File: src/rtl/dm_dma.sv
// dm_dma: word-granular block-transfer engine that drives the data-memory port.
// It copies a block of words or fills a range with a constant, one word at a time.
//
// state | meaning
// IDLE  | waiting for start; memory port outputs held at zero
// RD    | reading one source word into dataBuf
// WR    | writing one word (dataBuf in copy mode, pat in fill mode)
// FIN   | one-cycle completion: done pulses, err reports a rejected request
module dm_dma #(
    parameter int LEN_W = 12
) (
    input  logic             clk,
    input  logic             rst,
    input  logic             start,
    input  logic             fill_en,
    input  logic [31:0]      src_addr,
    input  logic [31:0]      dst_addr,
    input  logic [LEN_W-1:0] len,
    input  logic [31:0]      fill_data,
    output logic             busy,
    output logic             done,
    output logic             err,
    output logic             MemWrite,
    output logic [31:0]      MemAddr,
    output logic [31:0]      MemDataIn,
    input  logic [31:0]      MemDataOut
);

    typedef enum logic [1:0] {
        IDLE = 2'd0,
        RD   = 2'd1,
        WR   = 2'd2,
        FIN  = 2'd3
    } state_t;

    state_t           state;
    logic [31:0]      srcPtr;
    logic [31:0]      dstPtr;
    logic [31:0]      dataBuf;
    logic [31:0]      pat;
    logic [LEN_W-1:0] cnt;
    logic             mode;
    logic             errR;
    logic             misaligned;

    // The source alignment only matters when the request is a copy.
    assign misaligned = (dst_addr[1:0] != 2'b00) || (!fill_en && (src_addr[1:0] != 2'b00));

    // Transfer sequencer: request latching, validation, pointer and count updates.
    always_ff @(posedge clk) begin
        if (!rst) begin
            state   <= IDLE;
            srcPtr  <= '0;
            dstPtr  <= '0;
            dataBuf <= '0;
            pat     <= '0;
            cnt     <= '0;
            mode    <= 1'b0;
            errR    <= 1'b0;
        end else begin
            case (state)
                IDLE: begin
                    if (start) begin
                        srcPtr <= src_addr;
                        dstPtr <= dst_addr;
                        cnt    <= len;
                        mode   <= fill_en;
                        pat    <= fill_data;
                        if (misaligned) begin
                            errR  <= 1'b1;
                            state <= FIN;
                        end else if (len == '0) begin
                            errR  <= 1'b0;
                            state <= FIN;
                        end else begin
                            errR  <= 1'b0;
                            state <= fill_en ? WR : RD;
                        end
                    end
                end
                RD: begin
                    dataBuf <= MemDataOut;
                    srcPtr  <= srcPtr + 32'd4;
                    state   <= WR;
                end
                WR: begin
                    dstPtr <= dstPtr + 32'd4;
                    cnt    <= cnt - 1'b1;
                    // Strictly ascending read-then-write: overlapping forward copies replicate.
                    if (cnt == {{(LEN_W-1){1'b0}}, 1'b1})
                        state <= FIN;
                    else
                        state <= mode ? WR : RD;
                end
                FIN: begin
                    errR  <= 1'b0;
                    state <= IDLE;
                end
                default: state <= IDLE;
            endcase
        end
    end

    // Memory port and status outputs decoded from the registered state and pointers.
    always_comb begin
        MemWrite  = 1'b0;
        MemAddr   = '0;
        MemDataIn = '0;
        case (state)
            RD: MemAddr = srcPtr;
            WR: begin
                MemAddr   = dstPtr;
                MemWrite  = 1'b1;
                MemDataIn = mode ? pat : dataBuf;
            end
            default: ;
        endcase
        busy = (state != IDLE);
        done = (state == FIN);
        err  = (state == FIN) && errR;
    end

endmodule

File: config.mk
export PLATFORM = sky130hd
export DESIGN_NAME = dm_dma
export DESIGN_NICKNAME = d
export VERILOG_FILES = /design/src/rtl/dm_dma.sv
export SDC_FILE = /design/constraint.sdc
export NUM_CORES = 1
export LEC_CHECK = 0
export CAP_MARGIN = 10
export CORE_ASPECT_RATIO = 2
export CORE_MARGIN = 1
export CORE_UTILIZATION = 50
export DETAILED_ROUTE_END_ITERATION = 10
export PLACE_DENSITY_LB_ADDON = 0.12
export SLEW_MARGIN = 5
export SYNTH_ARGS = -nofsm -noshare
export SYNTH_HDL_FRONTEND = slang
export SYNTH_SLANG_ARGS = --single-unit
File: constraint.sdc
create_clock -name clk -period 5.6 [get_ports clk]
set_clock_uncertainty 0.15 [all_clocks]
set_input_delay 1.4 -clock clk [delete_from_list [all_inputs] [get_ports clk]]
set_output_delay 1.4 -clock clk [all_outputs]
set_load 0.01 [all_outputs]
==> summary.md, run 1 <==
| Metric | Value |
|---|---|
| Part of the cycle the worst path needs | approximately 77% |
| Total track usage | 32.08% |
| Setup crit start kind | register |
| Die Area | roughly 0.017 mm^2 |
| Critical Path Fanout Max | 40 |
| H-tree Lvls | 4 |
| Max cap viols | 0 |
| FMAX | 0.2332 GHz |
| Simple-gate share of the synthesized area | 24.43% |
| DR vias | 8848 |
| Most common cell after layout, fill and taps aside | clkdlybuf4s50_1 |
| Worst IR Drop VDD | 0.2371 mV |
| Initial antenna violation count | 0 |
| Multi-input logic area | ~0.005 mm^2 |
| Core Area | ~0.016 mm^2 |
| Pwr/cell area | 317.2 mW/mm^2 |
| Synth area leader | dfxtp_1 |
| Cts bufs inserted | 17 |
| Final Wtd Congestion | ~0.94 |
| Initial Util | 51.34% |
| Final Non-Filler Cells | 1441 |
| Final instance area | 0.01106 mm^2 |
| Share of layout cells above drive strength 1 | 6.791% |
| Largest cells by area after synthesis | dfxtp_1 (34%), mux2i_1 (8.6%), nand2_1 (6.3%), a21oi_1 (5.5%), nor2_1 (4.9%) |
| Min Tclk post-route | about 4.3 ns |
| Num ports | 212 |
| # placed instances | around 1400 |
| Largest family of logic cells by synthesized area | simple AND/OR/NAND/NOR gates |
| Reg2reg setup slack | 2.15 ns |
| Unrepaired setup endpoints after global routing | false |
| HPWL after DPL | ~20000 um |
| Crit path max-delay cell type | clkdlybuf4s50_1 |
| Register area share after synthesis | 34.34% |
| Wire per inst | 19.14 um |
| Crit path cell chain | inv_1 -> ha_2 -> buf_4 -> nand2_1 -> a21boi_0 -> clkdlybuf4s50_1 |
| Vias/cell | 6.140 |
| Pin count of the biggest net entering global routing | between 80 and 90 |
| Clock transition at the registers of the reported paths | 0.06 ns |
| Rel. slew slack | 26.55% |
| Nets | 1377 |
| Vias in the first global route | approximately 8600 |
| R2R Path End | srcPtr[15] |
| Adder-Cell Fraction of Synth Area | 1.341% |
| # fillers | 1429 |
| Clock latency at the later pin of the worst-skew pair | 0.43 ns |
| Max-slew violation count | 0 |
| Final WL | 27570 um |
| Worst path bufs/invs | 3 |
| First drt pass iteration count | 7 |
| First-pass GRT wire length | 42730 um |
| Post-synth EDFFs | 0 |
| Antenna cells | 0 |
| Critical path depth | 6 |
| CP delay by family, top | buffers and inverters |
| Fin. Hold Viols | 0 |
| Reg2reg start | state[1] |
| CP Launch Point | state[0] |
| CTS root buffer | clkbuf_16 |
| R2R depth | 8 |
| End of the critical path | MemAddr[17] |
| Die width | 93.62 um |
| Netlist cell types | 75 |
| Mapped Cells | ~1100 |
| GRT overflow | 0 |
| IO buf count | 211 |
| Post-CTS sizing | 0 |
| Synth warn | 0 |
| Row cnt | 66 |
| Initial DRC Count | 549 |
| CP arrival | 2.74 ns |
| CP required | 4.05 ns |
| Proportion of synthesized area in mux cells | approximately 9% |
| Leak | 3.726 nW |
| FF/Latch Area | 0.002884 mm^2 |
| Xor and xnor area share after synthesis | less than 1% |
| Cell Area, Placed | 0.01049 mm^2 |
| Synth async-reset ratio | 0% |
| Primary FF master, synth | dfxtp_1 |
| Area grow syn2layout | 31.78% |
| Worst setup EP type | primary output |
| Die Height | 185.2 um |
| Post-synthesis register bit count | 144 |
| DRC Markers | 0 |
| Clock Tree Buf Depth | 2 |
| Syn Nets | 1224 |
| Post-layout util | between 60% and 70% |
| Status | finished, final reports clean |
| Synth Area in Compound Gates | 24.31% |
| Most frequent cells in the layout | clkdlybuf4s50_1 (211), dfxtp_1 (143), nand2_1 (140) |
| Setup_tns | 0 ns |
| Least-Margin Pin Slew | 1.102 ns |
| Max incr delay on CP | 0.56 ns |
| Post-CTS setup buffers | 0 |
| CTS tree | built |
| Clk sinks | 144 |
| Synth top area share | roughly 34% |
| Syn Area/Cell | 7.838 um^2 |
| Number of hold buffers added after CTS | 0 |
| Kind of critical path | reg -> out |
| Antenna Nets Post-Route | 0 |
| Hold Crit Class | reg -> reg |
| Mapped cell area | 0.008394 mm^2 |
| # setup viols final | 0 |
cells by family after synthesis:
kind of cell	after synthesis
compound gates	300
xor+xnor	3
fa+ha+maj	9
buf+inv	118
flops	144
mux	76
simple gates	421
worst min path at each step:
| stage | slack [ns] | to | depth (start not counted) | from |
|---|---|---|---|---|
| final | 0.30 | pat[4] | 2 | pat[4] |
| after global placement | 0.29 | pat[5] | 2 | pat[5] |
| after CTS | 0.31 | pat[4] | 2 | pat[4] |
| after detailed placement | 0.30 | pat[4] | 2 | pat[4] |
| after global routing | 0.32 | pat[26] | 2 | pat[26] |
| after floorplan | 0.29 | pat[0] | 2 | pat[0] |
state kept, by name, summed over array words and instances (netlist names):
name,flops
cnt,12
dataBuf,32
dstPtr,32
errR,1
mode,1
pat,32
srcPtr,32
state,2
final cells by class:
type | count | share of cell area (%)
sequential | 144 | 26.07
clock buffer | 22 | 4.196
inverter | 27 | 0.9275
clock inverter | 10 | 1.007
timing repair buffer | 225 | 20.16
tap | 204 | 2.307
multi-input combinational | 809 | 45.33
metrics by stage:
| stage | setup slack (ns) | power [W] | hold WS [ns] |
|---|---|---|---|
| after CTS | 1.315 | 0.003507 | 0.3062 |
| final | 1.311 | 0.003508 | 0.3047 |
| after detailed placement | 1.765 | 0.002390 | 0.2983 |
| after floorplan | 2.090 | 0.002023 | 0.2860 |
| after global placement | 1.818 | 0.002371 | 0.2914 |
| after global routing | 1.143 | 0.003682 | 0.3219 |
power breakdown:
group          internal (W)  leakage, nW  switching (W)
clock network      0.000676        0.276       0.000447
registers           0.00117         1.18       0.000186
logic              0.000456         2.27       0.000573
total               0.00230         3.73        0.00121
per-layer routing:
layer | vias up | track usage (%) | routed length [um]
met1 | 4140 | 31.69 | 9574
met5 | - | 0 | 0
met4 | 0 | 26.40 | 2203
li1 | 4205 | - | -
met2 | 374 | 57.09 | 14230
met3 | 129 | 5.829 | 1566
synth_stat cells (8+ instances only):
master,instances
a21oi_1,92
o32ai_1,8
nand2_1,140
and2_1,11
ha_1,9
nor3_1,18
o2bb2ai_1,11
o21ai_0,49
nand4_1,26
o22ai_1,13
buf_2,16
nor2b_1,33
nand3_1,28
nor2_1,110
mux2i_1,72
a22oi_1,34
dfxtp_1,144
buf_1,14
clkbuf_1,51
a31oi_1,8
and3_1,9
inv_1,25
a311oi_1,20
worst register-to-register path, stage by stage, from the launching register on:
cell and delay, ns:
dfxtp_1 0.34, inv_1 0.14, ha_4 0.75, inv_2 0.44
o21ai_2 0.51, buf_4 0.43, nand4_1 0.20, mux2_2 0.30
a21oi_1 0.13
No activity file was read; power rests on OpenSTA's default activity.
==> run 2, diff against run 1 <==
==> constraint.sdc (replaced) <==
create_clock -name clk -period 4.4 [get_ports clk]
set_clock_uncertainty 0.15 [all_clocks]
set_input_delay 1.1 -clock clk [delete_from_list [all_inputs] [get_ports clk]]
set_output_delay 1.1 -clock clk [all_outputs]
set_load 0.01 [all_outputs]
==> summary.md, run 2 (synthesized netlist as in run 1, its figures left out) <==
| Metric | Value |
|---|---|
| CTS root buffer | clkbuf_16 |
| CP arrival | 2.63 ns |
| IO buf count | 211 |
| Pin count of the biggest net entering global routing | 69 |
| Vias/cell | 6.109 |
| Row cnt | 66 |
| Worst IR Drop VDD | 0.2713 mV |
| FF/Latch Area | 0.002884 mm^2 |
| First-pass GRT wire length | 42770 um |
| Fin. Hold Viols | 0 |
| Critical Path Fanout Max | 32 |
| Kind of critical path | reg -> out |
| Worst hold slack | 0.3080 ns |
| Cell Area, Placed | around 0.011 mm^2 |
| Core Area | 0.01635 mm^2 |
| Area grow syn2layout | 32.45% |
| Wire per inst | 18.99 um |
| Setup_tns | 0 ns |
| Seq pwr share | roughly 38% |
| Nets | 1383 |
| Leak | 3.759 nW |
| Total track usage | 31.78% |
| Pwr/cell area | 404.1 mW/mm^2 |
| Worst setup EP type | primary output |
| Worst hold start | pat[2] |
| Clock Tree Buf Depth | 2 |
| Internal power | 0.002879 W |
| Die Area | between 0.015 and 0.02 mm^2 |
| Post-CTS sizing | 0 |
| CP required | 3.15 ns |
| CP Launch Point | state[0] |
| Combinational Power Share | 30.0% |
| Hold Crit Class | reg -> reg |
| DRC Markers | 0 |
| Clock transition at the registers of the reported paths | around 0.070 ns |
| Clock latency at the later pin of the worst-skew pair | 0.43 ns |
| FMAX | 0.2577 GHz |
| Initial Util | 51.34% |
| Initial antenna violation count | 0 |
| Share of layout cells above drive strength 1 | 7.401% |
| Unrepaired setup endpoints after global routing | false |
| HPWL after DPL | between 15000 and 20000 um |
| Initial DRC Count | ~570 |
| # setup viols final | 0 |
| Reg2reg start | state[1] |
| Rel. slew slack | 36.96% |
| First drt pass iteration count | 6 |
| Clock power share | 32.1% |
| Part of the cycle the worst path needs | 88.21% |
| Sw Share | 35.92% |
| Final instance area | about 0.011 mm^2 |
| Clk sinks | 144 |
| DR vias | 8839 |
| GRT overflow | 0 |
| Least-Margin Pin Slew | 0.9194 ns |
| Status | finished, final reports clean |
| Die Height | 185.2 um |
| Multi-input logic area | 0.005015 mm^2 |
| Setup crit start kind | register |
| Antenna Nets Post-Route | 0 |
| Post-CTS setup buffers | 0 |
| Final WL | 27470 um |
| H-tree Lvls | 4 |
| CTS tree | built |
| # fillers | 1450 |
| Most common cell after layout, fill and taps aside | clkdlybuf4s50_1 |
| Die width | between 90 and 100 um |
| Num ports | 212 |
| Final Wtd Congestion | just over 0.9 |
| Min Tclk post-route | 3.881 ns |
| Cts bufs inserted | 17 |
| Vias in the first global route | 8559 |
| Most frequent cells in the layout | clkdlybuf4s50_1 (211), dfxtp_1 (143), nand2_1 (140) |
| Switching power | 0.001614 W |
| Antenna cells | 0 |
| Pwr Total | 0.004493 W |
| Number of hold buffers added after CTS | 0 |
| Max-slew violation count | 0 |
| Max cap viols | 0 |
[run 2: cell types whose count changed in the layout (fill, tap and decap cells not counted)]
| cell | delta |
|---|---|
| buf_12 | +1 |
| inv_8 | +2 |
| clkbuf_8 | -2 |
| clkinv_2 | -4 |
| clkbuf_1 | -2 |
| clkinv_4 | +1 |
| inv_6 | +6 |
| buf_4 | +5 |
| bufinv_16 | -1 |
[run 2: per-stage QoR]
step	utilization (%)	std cells	setup WS [ns]
finish	68.00	1447	0.5190
global route	68.00	1447	0.3433
CTS	68.00	1447	0.5073
detailed placement	64.49	1415	0.9527
global placement	64.49	1415	0.9990
floorplan	-	1071	1.190
[run 2: worst paths after layout]
| kind | slack, ns | depth (start not counted) | to |
|---|---|---|---|
| worst max-delay path | 0.52 | 4 | MemAddr[17] |
| worst max register to register | 1.04 | 7 | srcPtr[22] |
| worst min-delay path | 0.31 | 2 | pat[2] |
| worst min register to register | 0.31 | 2 | pat[2] |
[run 2: cell type report]
| type | instances | share of cell area, % |
|---|---|---|
| clock buffer | 18 | 3.860 |
| timing repair buffer | 231 | 20.57 |
| tap | 204 | 2.296 |
| inverter | 27 | 0.9228 |
| multi-input combinational | 809 | 45.10 |
| sequential | 144 | 25.94 |
| clock inverter | 14 | 1.305 |
[run 2: critical path, cell delays in order (launching register included)]
cell and delay (ns):
dfxtp_1 0.43, inv_1 0.11, ha_1 0.84, a21boi_0 0.26
clkdlybuf4s50_1 0.56
[run 2: metal layers]
metal / up-vias / global-route usage (%) / share of wire, %
met4: 0 / 22.40 / 6.8
li1: 4238 / - / -
met1: 4150 / 32.30 / 36
met5: - / 0 / 0
met3: 98 / 5.665 / 4.9
met2: 353 / 57.41 / 52
[run 2: power by group through the flow]
stage | clock network (W) | logic (W) | registers (W)
final | 0.00144 | 0.00135 | 0.00170
after global routing | 0.00153 | 0.00146 | 0.00172
after CTS | 0.00146 | 0.00134 | 0.00169
after detailed placement | 0 | 0.00133 | 0.00172
after global placement | 0 | 0.00131 | 0.00172
after floorplan | 0 | 0.000937 | 0.00164
